File: config.mk
export PLATFORM = sky130hd
export DESIGN_NAME = timekeeper_core_flat
export DESIGN_NICKNAME = d
export VERILOG_FILES = /design/src/rtl/clock_pkg.sv /design/src/rtl/timekeeper_core_if.sv /design/src/rtl/mod_counter.sv /design/src/rtl/timekeeper_core.sv /design/src/flat_wrapper.sv
export SDC_FILE = /design/constraint.sdc
export NUM_CORES = 1
export LEC_CHECK = 0
export CELL_PAD_IN_SITES_DETAIL_PLACEMENT = 0
export CELL_PAD_IN_SITES_GLOBAL_PLACEMENT = 1
export CORE_ASPECT_RATIO = 1.75
export CORE_MARGIN = 5
export CORE_UTILIZATION = 40
export CTS_BUF_LIST = sky130_fd_sc_hd__clkbuf_16
export DETAILED_ROUTE_END_ITERATION = 8
export PLACE_DENSITY_LB_ADDON = 0.08
export SYNTH_ARGS = -nofsm -noshare
export SYNTH_HDL_FRONTEND = slang
export SYNTH_SLANG_ARGS = --single-unit
File: constraint.sdc
create_clock -name clk_i -period 2.7 [get_ports clk_i]
set_input_delay 0.27 -clock clk_i [delete_from_list [all_inputs] [get_ports clk_i]]
set_output_delay 0.27 -clock clk_i [all_outputs]
set_load 0.02 [all_outputs]
File: src/rtl/clock_pkg.sv
// Shared constants and width helper for the time-of-day counter.
package clock_pkg;

    localparam int SEC_MOD_DEF = 60;
    localparam int MIN_MOD_DEF = 60;
    localparam int HR_MOD_DEF  = 24;

    // Bits needed to hold 0..modulus-1; never less than one bit.
    function automatic int field_w(input int modulus);
        return (modulus <= 2) ? 1 : $clog2(modulus);
    endfunction

endpackage

File: src/rtl/timekeeper_core_if.sv
// Control, alarm-setting and time-display signals between the clock core and its host.
interface timekeeper_core_if #(
    parameter int SW = 6,
    parameter int MW = 6,
    parameter int HW = 5
);
    logic          setup;
    logic          min_adv;
    logic          hr_adv;
    logic          alarm_en;
    logic [MW-1:0] alarm_min;
    logic [HW-1:0] alarm_hr;
    logic          alarm_ack;
    logic [SW-1:0] seconds;
    logic [MW-1:0] minutes;
    logic [HW-1:0] hours;
    logic          tick;
    logic          alarm;

    modport master (
        output setup, min_adv, hr_adv, alarm_en, alarm_min, alarm_hr, alarm_ack,
        input  seconds, minutes, hours, tick, alarm
    );

    modport slave (
        input  setup, min_adv, hr_adv, alarm_en, alarm_min, alarm_hr, alarm_ack,
        output seconds, minutes, hours, tick, alarm
    );
endinterface

File: src/rtl/mod_counter.sv
// Modulo-MOD counter with synchronous clear, load-to-zero and increment; wraps by explicit compare.
module mod_counter
    import clock_pkg::*;
#(
    parameter int MOD = SEC_MOD_DEF,
    parameter int W   = field_w(MOD)
) (
    input  logic         clk_i,
    input  logic         clr_i,
    input  logic         load_zero_i,
    input  logic         inc_i,
    output logic [W-1:0] value_o,
    output logic         carry_o
);
    localparam logic [W-1:0] LAST = W'(MOD - 1);

    logic [W-1:0] value_q, value_d;

    always_comb begin
        value_d = value_q;
        if (load_zero_i)
            value_d = '0;
        else if (inc_i)
            value_d = (value_q == LAST) ? '0 : value_q + W'(1);
    end

    always_ff @(posedge clk_i) begin
        if (clr_i)
            value_q <= '0;
        else
            value_q <= value_d;
    end

    assign value_o = value_q;
    assign carry_o = inc_i & (value_q == LAST);
endmodule

File: src/rtl/timekeeper_core.sv
// Time-of-day counter: prescaler tick, seconds/minutes/hours chain, set mode and latched alarm.
module timekeeper_core
    import clock_pkg::*;
#(
    parameter int TICK_DIV = 50_000_000,
    parameter int SEC_MOD  = SEC_MOD_DEF,
    parameter int MIN_MOD  = MIN_MOD_DEF,
    parameter int HR_MOD   = HR_MOD_DEF
) (
    input  logic               clk_i,
    input  logic               clr_i,
    timekeeper_core_if.slave   tk
);
    localparam int SW = field_w(SEC_MOD);
    localparam int MW = field_w(MIN_MOD);
    localparam int HW = field_w(HR_MOD);
    localparam int PW = field_w(TICK_DIV);
    localparam logic [PW-1:0] PRESC_LAST = PW'(TICK_DIV - 1);

    logic [PW-1:0] presc_q, presc_d;
    logic          tick_q;
    logic          alarm_q, alarm_d;
    logic          min_adv_q, hr_adv_q;

    logic [SW-1:0] sec_val;
    logic [MW-1:0] min_val;
    logic [HW-1:0] hr_val;
    logic          sec_c, min_c, hr_c;
    logic          sec_wrap, min_rise, hr_rise;
    logic          min_inc, hr_inc;
    logic          alarm_hit;
    int            nxt_min, nxt_hr;

    assign sec_wrap = ~tk.setup & (presc_q == PRESC_LAST);
    assign min_rise = tk.min_adv & ~min_adv_q;
    assign hr_rise  = tk.hr_adv & ~hr_adv_q;

    // In set mode the seconds counter never increments, so no carry leaks upward.
    assign min_inc = tk.setup ? min_rise : sec_c;
    assign hr_inc  = tk.setup ? hr_rise  : min_c;

    assign presc_d = (tk.setup || sec_wrap) ? '0 : presc_q + PW'(1);

    mod_counter #(.MOD(SEC_MOD), .W(SW)) u_sec (
        .clk_i(clk_i), .clr_i(clr_i), .load_zero_i(tk.setup), .inc_i(sec_wrap),
        .value_o(sec_val), .carry_o(sec_c)
    );

    mod_counter #(.MOD(MIN_MOD), .W(MW)) u_min (
        .clk_i(clk_i), .clr_i(clr_i), .load_zero_i(1'b0), .inc_i(min_inc),
        .value_o(min_val), .carry_o(min_c)
    );

    mod_counter #(.MOD(HR_MOD), .W(HW)) u_hr (
        .clk_i(clk_i), .clr_i(clr_i), .load_zero_i(1'b0), .inc_i(hr_inc),
        .value_o(hr_val), .carry_o(hr_c)
    );

    // Compare against the time this edge will produce, so ALARM rises together with it.
    always_comb begin
        nxt_min   = min_c ? 0 : int'(min_val) + 1;
        nxt_hr    = !min_c ? int'(hr_val) : (hr_c ? 0 : int'(hr_val) + 1);
        alarm_hit = sec_wrap && sec_c && tk.alarm_en
                    && (nxt_min == int'(tk.alarm_min))
                    && (nxt_hr == int'(tk.alarm_hr));
        alarm_d   = alarm_q;
        if (alarm_hit)
            alarm_d = 1'b1;
        else if (tk.alarm_ack || !tk.alarm_en)
            alarm_d = 1'b0;
    end

    always_ff @(posedge clk_i) begin
        if (clr_i) begin
            presc_q   <= '0;
            tick_q    <= 1'b0;
            alarm_q   <= 1'b0;
            min_adv_q <= 1'b0;
            hr_adv_q  <= 1'b0;
        end else begin
            presc_q   <= presc_d;
            tick_q    <= sec_wrap;
            alarm_q   <= alarm_d;
            min_adv_q <= tk.min_adv;
            hr_adv_q  <= tk.hr_adv;
        end
    end

    assign tk.seconds = sec_val;
    assign tk.minutes = min_val;
    assign tk.hours   = hr_val;
    assign tk.tick    = tick_q;
    assign tk.alarm   = alarm_q;
endmodule

File: src/flat_wrapper.sv
// flat-port wrapper written by rule: the top's interface ports become plain ports
module timekeeper_core_flat import clock_pkg::*;
#(
    parameter int TICK_DIV = 50_000_000,
    parameter int SEC_MOD  = SEC_MOD_DEF,
    parameter int MIN_MOD  = MIN_MOD_DEF,
    parameter int HR_MOD   = HR_MOD_DEF
)
  (clk_i, clr_i, tk_setup, tk_min_adv, tk_hr_adv, tk_alarm_en, tk_alarm_min, tk_alarm_hr, tk_alarm_ack, tk_seconds, tk_minutes, tk_hours, tk_tick, tk_alarm);
  timekeeper_core_if #(.SW(field_w(60)), .MW(field_w(60)), .HW(field_w(24))) tk_i ();
  input  logic clk_i;
  input  logic clr_i;
  input wire logic [$bits(tk_i.setup)-1:0] tk_setup;
  input wire logic [$bits(tk_i.min_adv)-1:0] tk_min_adv;
  input wire logic [$bits(tk_i.hr_adv)-1:0] tk_hr_adv;
  input wire logic [$bits(tk_i.alarm_en)-1:0] tk_alarm_en;
  input wire logic [$bits(tk_i.alarm_min)-1:0] tk_alarm_min;
  input wire logic [$bits(tk_i.alarm_hr)-1:0] tk_alarm_hr;
  input wire logic [$bits(tk_i.alarm_ack)-1:0] tk_alarm_ack;
  output wire logic [$bits(tk_i.seconds)-1:0] tk_seconds;
  output wire logic [$bits(tk_i.minutes)-1:0] tk_minutes;
  output wire logic [$bits(tk_i.hours)-1:0] tk_hours;
  output wire logic [$bits(tk_i.tick)-1:0] tk_tick;
  output wire logic [$bits(tk_i.alarm)-1:0] tk_alarm;
  assign tk_i.setup = tk_setup;
  assign tk_i.min_adv = tk_min_adv;
  assign tk_i.hr_adv = tk_hr_adv;
  assign tk_i.alarm_en = tk_alarm_en;
  assign tk_i.alarm_min = tk_alarm_min;
  assign tk_i.alarm_hr = tk_alarm_hr;
  assign tk_i.alarm_ack = tk_alarm_ack;
  assign tk_seconds = tk_i.seconds;
  assign tk_minutes = tk_i.minutes;
  assign tk_hours = tk_i.hours;
  assign tk_tick = tk_i.tick;
  assign tk_alarm = tk_i.alarm;
  timekeeper_core #(.TICK_DIV(TICK_DIV), .SEC_MOD(SEC_MOD), .MIN_MOD(MIN_MOD), .HR_MOD(HR_MOD)) u_core (.clk_i(clk_i), .clr_i(clr_i), .tk(tk_i));
endmodule
==> impl_summary.md <==
Placement
The congestion estimate from routability-driven global placement came to 0.8725. The instance count after placement with tap cells included is 432. Detailed placement ended at an HPWL of 5.458 mm. The number of buffer cells added on primary ports is 36.

Synth
The mux share of post-synthesis cell area is 0.03119. The fraction of the mapped netlist area in compound gates is 0.09741. The per-instance average area after synthesis is 8.331 sq um. The synthesized netlist cell count is 313. The main flop type after synthesis is sky130_fd_sc_hd__dfxtp_1.

In this run, distinct cell masters in the synthesized netlist total 49. The Yosys step of the flow raised 0 warnings. In the synthesized netlist, the cells that appear most often are sky130_fd_sc_hd__dfxtp_1, sky130_fd_sc_hd__nor2_1, sky130_fd_sc_hd__nand2_1, sky130_fd_sc_hd__xor2_1, sky130_fd_sc_hd__nand3_1. The share of synthesized area occupied by flip-flops and latches is 0.3608. The share of synthesized area in the top cell type comes to 0.3608. The fraction of synthesized cell area in xor and xnor cells is 0.1310. The mapped cell area is 0.002608 sq mm. Of the total synthesized cell area, the portion taken by AND, OR, NAND and NOR gates is 0.3297. The number of nets in the synthesized netlist is 335. The largest total area in the synthesized netlist belongs to sky130_fd_sc_hd__dfxtp_1.

The count of flip-flops with a built-in enable after synthesis is 0. In the synthesized netlist the async set-or-reset flop fraction comes to 0. By area the synthesized netlist is led by sky130_fd_sc_hd__dfxtp_1, sky130_fd_sc_hd__xor2_1, sky130_fd_sc_hd__nor2_1. By instance count, the leading cell after synthesis is sky130_fd_sc_hd__dfxtp_1. Synthesis inferred 47 register bits. Of the total synthesized cell area, the portion taken by full adders, half adders and majority gates is 0.01919. After synthesis, the largest family of logic cells by area is simple AND/OR/NAND/NOR gates.

CTS
The clock buffer count from CTS is 5. The clock transition at the register clock pins on the worst setup and hold paths after CTS is 0.06 ns. In this run the post-CTS setup repair buffer count came out at 0. The number of hold buffers added after cts is 0. The clock net sink count is 47. TritonCTS built the clock tree. The maximum level of the CTS H-tree is 2. The cell at the root of the clock tree is sky130_fd_sc_hd__clkbuf_16. The number of gates resized after CTS was 0. The maximum root-to-sink buffer count is 2.

For the worst-skew pair, the clock arrives at the later sink with an insertion delay of 0.29 ns.

Power
VDD sags by at most 0.0003528 V. The analysis attributes to cell leakage a power of 1.146 nW. The power per unit of standard cell area is 433.1 mW/mm^2.

Routing
The first routing iteration left 158 violations. Dividing the detail-routed wire length by the instance count gives 15.60 um. Summing over every cut layer, the via total after detailed routing is 2367. The wire length after detailed routing is 6.865 mm. The first detailed-routing pass took 4 iterations. The number of design rule violations left after detail routing is 0. The via count normalized by instance count is 5.380.

The detail route stage leaves a number of antenna-violating nets equal to 0.

Floorplanning
The core region is 0.006441 sq mm. In this run the core area contains 39 standard-cell rows. The die area is 0.008297 sq mm. The die is 116.8 um tall.

37 I/O pins were placed. The initial utilization of the core area, before any placement, comes to 0.4048. In this run the horizontal extent of the chip is 71.03 um.

Outcome
The flow ran to the end, and the final reports show no timing, DRC or antenna violations.

GRT
The maximum number of pins on one net before global-route repair is 22. The first-pass GRT wire length is 11.21 mm. The via count of the first global-routing pass is 2340. The initial antenna violation count was 0. Summed over all layers, the global routing overflow is 0. Across every metal layer, demand over resource in global routing totals 0.1716.

Cells and area
The number of diodes added for antenna fixing is 0. Counting the fill cells in the layout gives 666. The filler-free cell count of the finished design is 440. The net count reported at finish is 379. The multi-input gate area in the final layout is 0.001587 sq mm. The proportion of layout cells with a drive suffix above 1 is 0.09218. The register area is 940.9 sq um. The synthesis-to-finish area growth is 25.00%.

At the end of the flow the core is filled with cells to 0.5060.

Timing
The relative slew slack is 0.6815. The max-slew violation total from the final report is 0. Setup repair after global routing left no endpoint under its margin.

After layout, the minimum clock period comes to 2.402 ns. The worst hold slack is 0.4610 ns. The setup skew after layout is 0.005525 ns. The count of final setup violators is 0. The hold violation total from the final report was 0. For the pin with the worst max-slew slack, the measured transition is 0.4741 ns. After routing, the total negative slack on setup checks comes to 0 ns. For this run, the top clock speed supported by timing is 416.3 MHz. Of the available clock period, the critical path in the final layout requires 0.8898.

Worst setup path
Along the worst path, the maximum fanout reaches 12. By startpoint and endpoint, the worst setup path is classified as reg -> reg. Data arrives at the worst endpoint at 2.58 ns. The worst setup path is captured at a register. For the worst setup path, the data required time is 2.87 ns. The critical path launch point type is a register.

Min path
In this run the worst hold path is classified as reg -> reg.

Flow run
The number of maximum-capacitance constraint violations is 0.
cells by family after synthesis:
| kind of cell | after synthesis |
|---|---|
| muxes | 8 |
| DFF | 47 |
| xor gates and xnor gates | 39 |
| buffers and inverters | 16 |
| AOI/OAI and AO/OA | 41 |
| and+or+nand+nor | 158 |
| adders and majority gates | 4 |
state kept, by name, indices dropped and copies added, names as in the netlist:
register	count
u_core.u_hr.value_o	5
u_core.presc_q	26
u_core.min_adv_q	1
u_core.u_sec.value_o	6
u_core.u_min.value_o	6
u_core.tk.alarm	1
u_core.tk.tick	1
u_core.hr_adv_q	1
power breakdown:
group | internal, mW | switching (mW)
sequential | 0.699 | 0.00401
clock | 0.338 | 0.257
combinational | 0.0566 | 0.0569
total | 1.09 | 0.318
layout by cell type (no fill, tap or decap), types with 3 or more instances in the layout:
| cell | n |
|---|---|
| sky130_fd_sc_hd__xor2_1 | 25 |
| sky130_fd_sc_hd__mux2i_1 | 7 |
| sky130_fd_sc_hd__dfxtp_1 | 47 |
| sky130_fd_sc_hd__clkbuf_16 | 5 |
| sky130_fd_sc_hd__a31oi_1 | 3 |
| sky130_fd_sc_hd__buf_4 | 13 |
| sky130_fd_sc_hd__nand3_1 | 18 |
| sky130_fd_sc_hd__xnor2_1 | 14 |
| sky130_fd_sc_hd__or3_1 | 6 |
| sky130_fd_sc_hd__nand2b_1 | 3 |
| sky130_fd_sc_hd__ha_1 | 4 |
| sky130_fd_sc_hd__o21ai_0 | 9 |
| sky130_fd_sc_hd__nor4_1 | 3 |
| sky130_fd_sc_hd__o2111ai_1 | 4 |
| sky130_fd_sc_hd__clkinv_2 | 3 |
| sky130_fd_sc_hd__nand4_1 | 8 |
| sky130_fd_sc_hd__and2_1 | 4 |
| sky130_fd_sc_hd__nor3_1 | 11 |
| sky130_fd_sc_hd__nor2_1 | 44 |
| sky130_fd_sc_hd__and3_1 | 7 |
| sky130_fd_sc_hd__a21oi_1 | 13 |
| sky130_fd_sc_hd__nand2_1 | 28 |
| sky130_fd_sc_hd__clkdlybuf4s50_1 | 36 |
| sky130_fd_sc_hd__nor2b_1 | 6 |
| sky130_fd_sc_hd__inv_1 | 3 |
routing by layer:
| layer | up-vias | global-route usage | share of wire |
|---|---|---|---|
| li1 | 1193 | - | - |
| met1 | 1106 | 0.1696 | 0.37 |
| met2 | 48 | 0.3366 | 0.56 |
| met3 | 20 | 0.03333 | 0.031 |
| met4 | 0 | 0.08030 | 0.036 |
| met5 | - | 0 | 0 |
final timing paths:
path,start,end,slack (ns),cells after the start
min,u_core.presc_q[0]$_SDFF_PP0_,u_core.presc_q[0]$_SDFF_PP0_,0.46,1
max,u_core.presc_q[0]$_SDFF_PP0_,u_core.tk.alarm$_SDFFE_PP0P_,0.30,9
min reg2reg,u_core.presc_q[0]$_SDFF_PP0_,u_core.presc_q[0]$_SDFF_PP0_,0.46,1
max reg2reg,u_core.presc_q[0]$_SDFF_PP0_,u_core.tk.alarm$_SDFFE_PP0P_,0.30,9
critical path, stage by stage (launching register included):
cell and delay, ns:
sky130_fd_sc_hd__dfxtp_1 0.37, sky130_fd_sc_hd__ha_1 0.25, sky130_fd_sc_hd__and4_1 0.28, sky130_fd_sc_hd__nand4_2 0.17
sky130_fd_sc_hd__nor4b_4 0.34, sky130_fd_sc_hd__or2_4 0.27, sky130_fd_sc_hd__o21ai_1 0.13, sky130_fd_sc_hd__mux2i_1 0.15
sky130_fd_sc_hd__o2111ai_1 0.23, sky130_fd_sc_hd__o21ai_1 0.10
stage by stage:
stage	area (sq um)	worst slack, ns	total power [mW]
final	3259	0.2977	1.412
after global routing	3259	0.03918	1.476
after global placement	3119	0.3240	0.8336
after detailed placement	3119	0.2516	0.8325
after CTS	3259	0.2392	1.433
after floorplan	2608	0.2503	0.7699
layout make-up:
cell class	instances	share of cell area
clock buffers	5	0.03839
multi-input cells	250	0.4868
repair buffers	50	0.1466
well taps	82	0.03148
flip-flops and latches	47	0.2887
inverters	3	0.003455
clock inverters	3	0.004607
(Power assumes the default switching activity.)
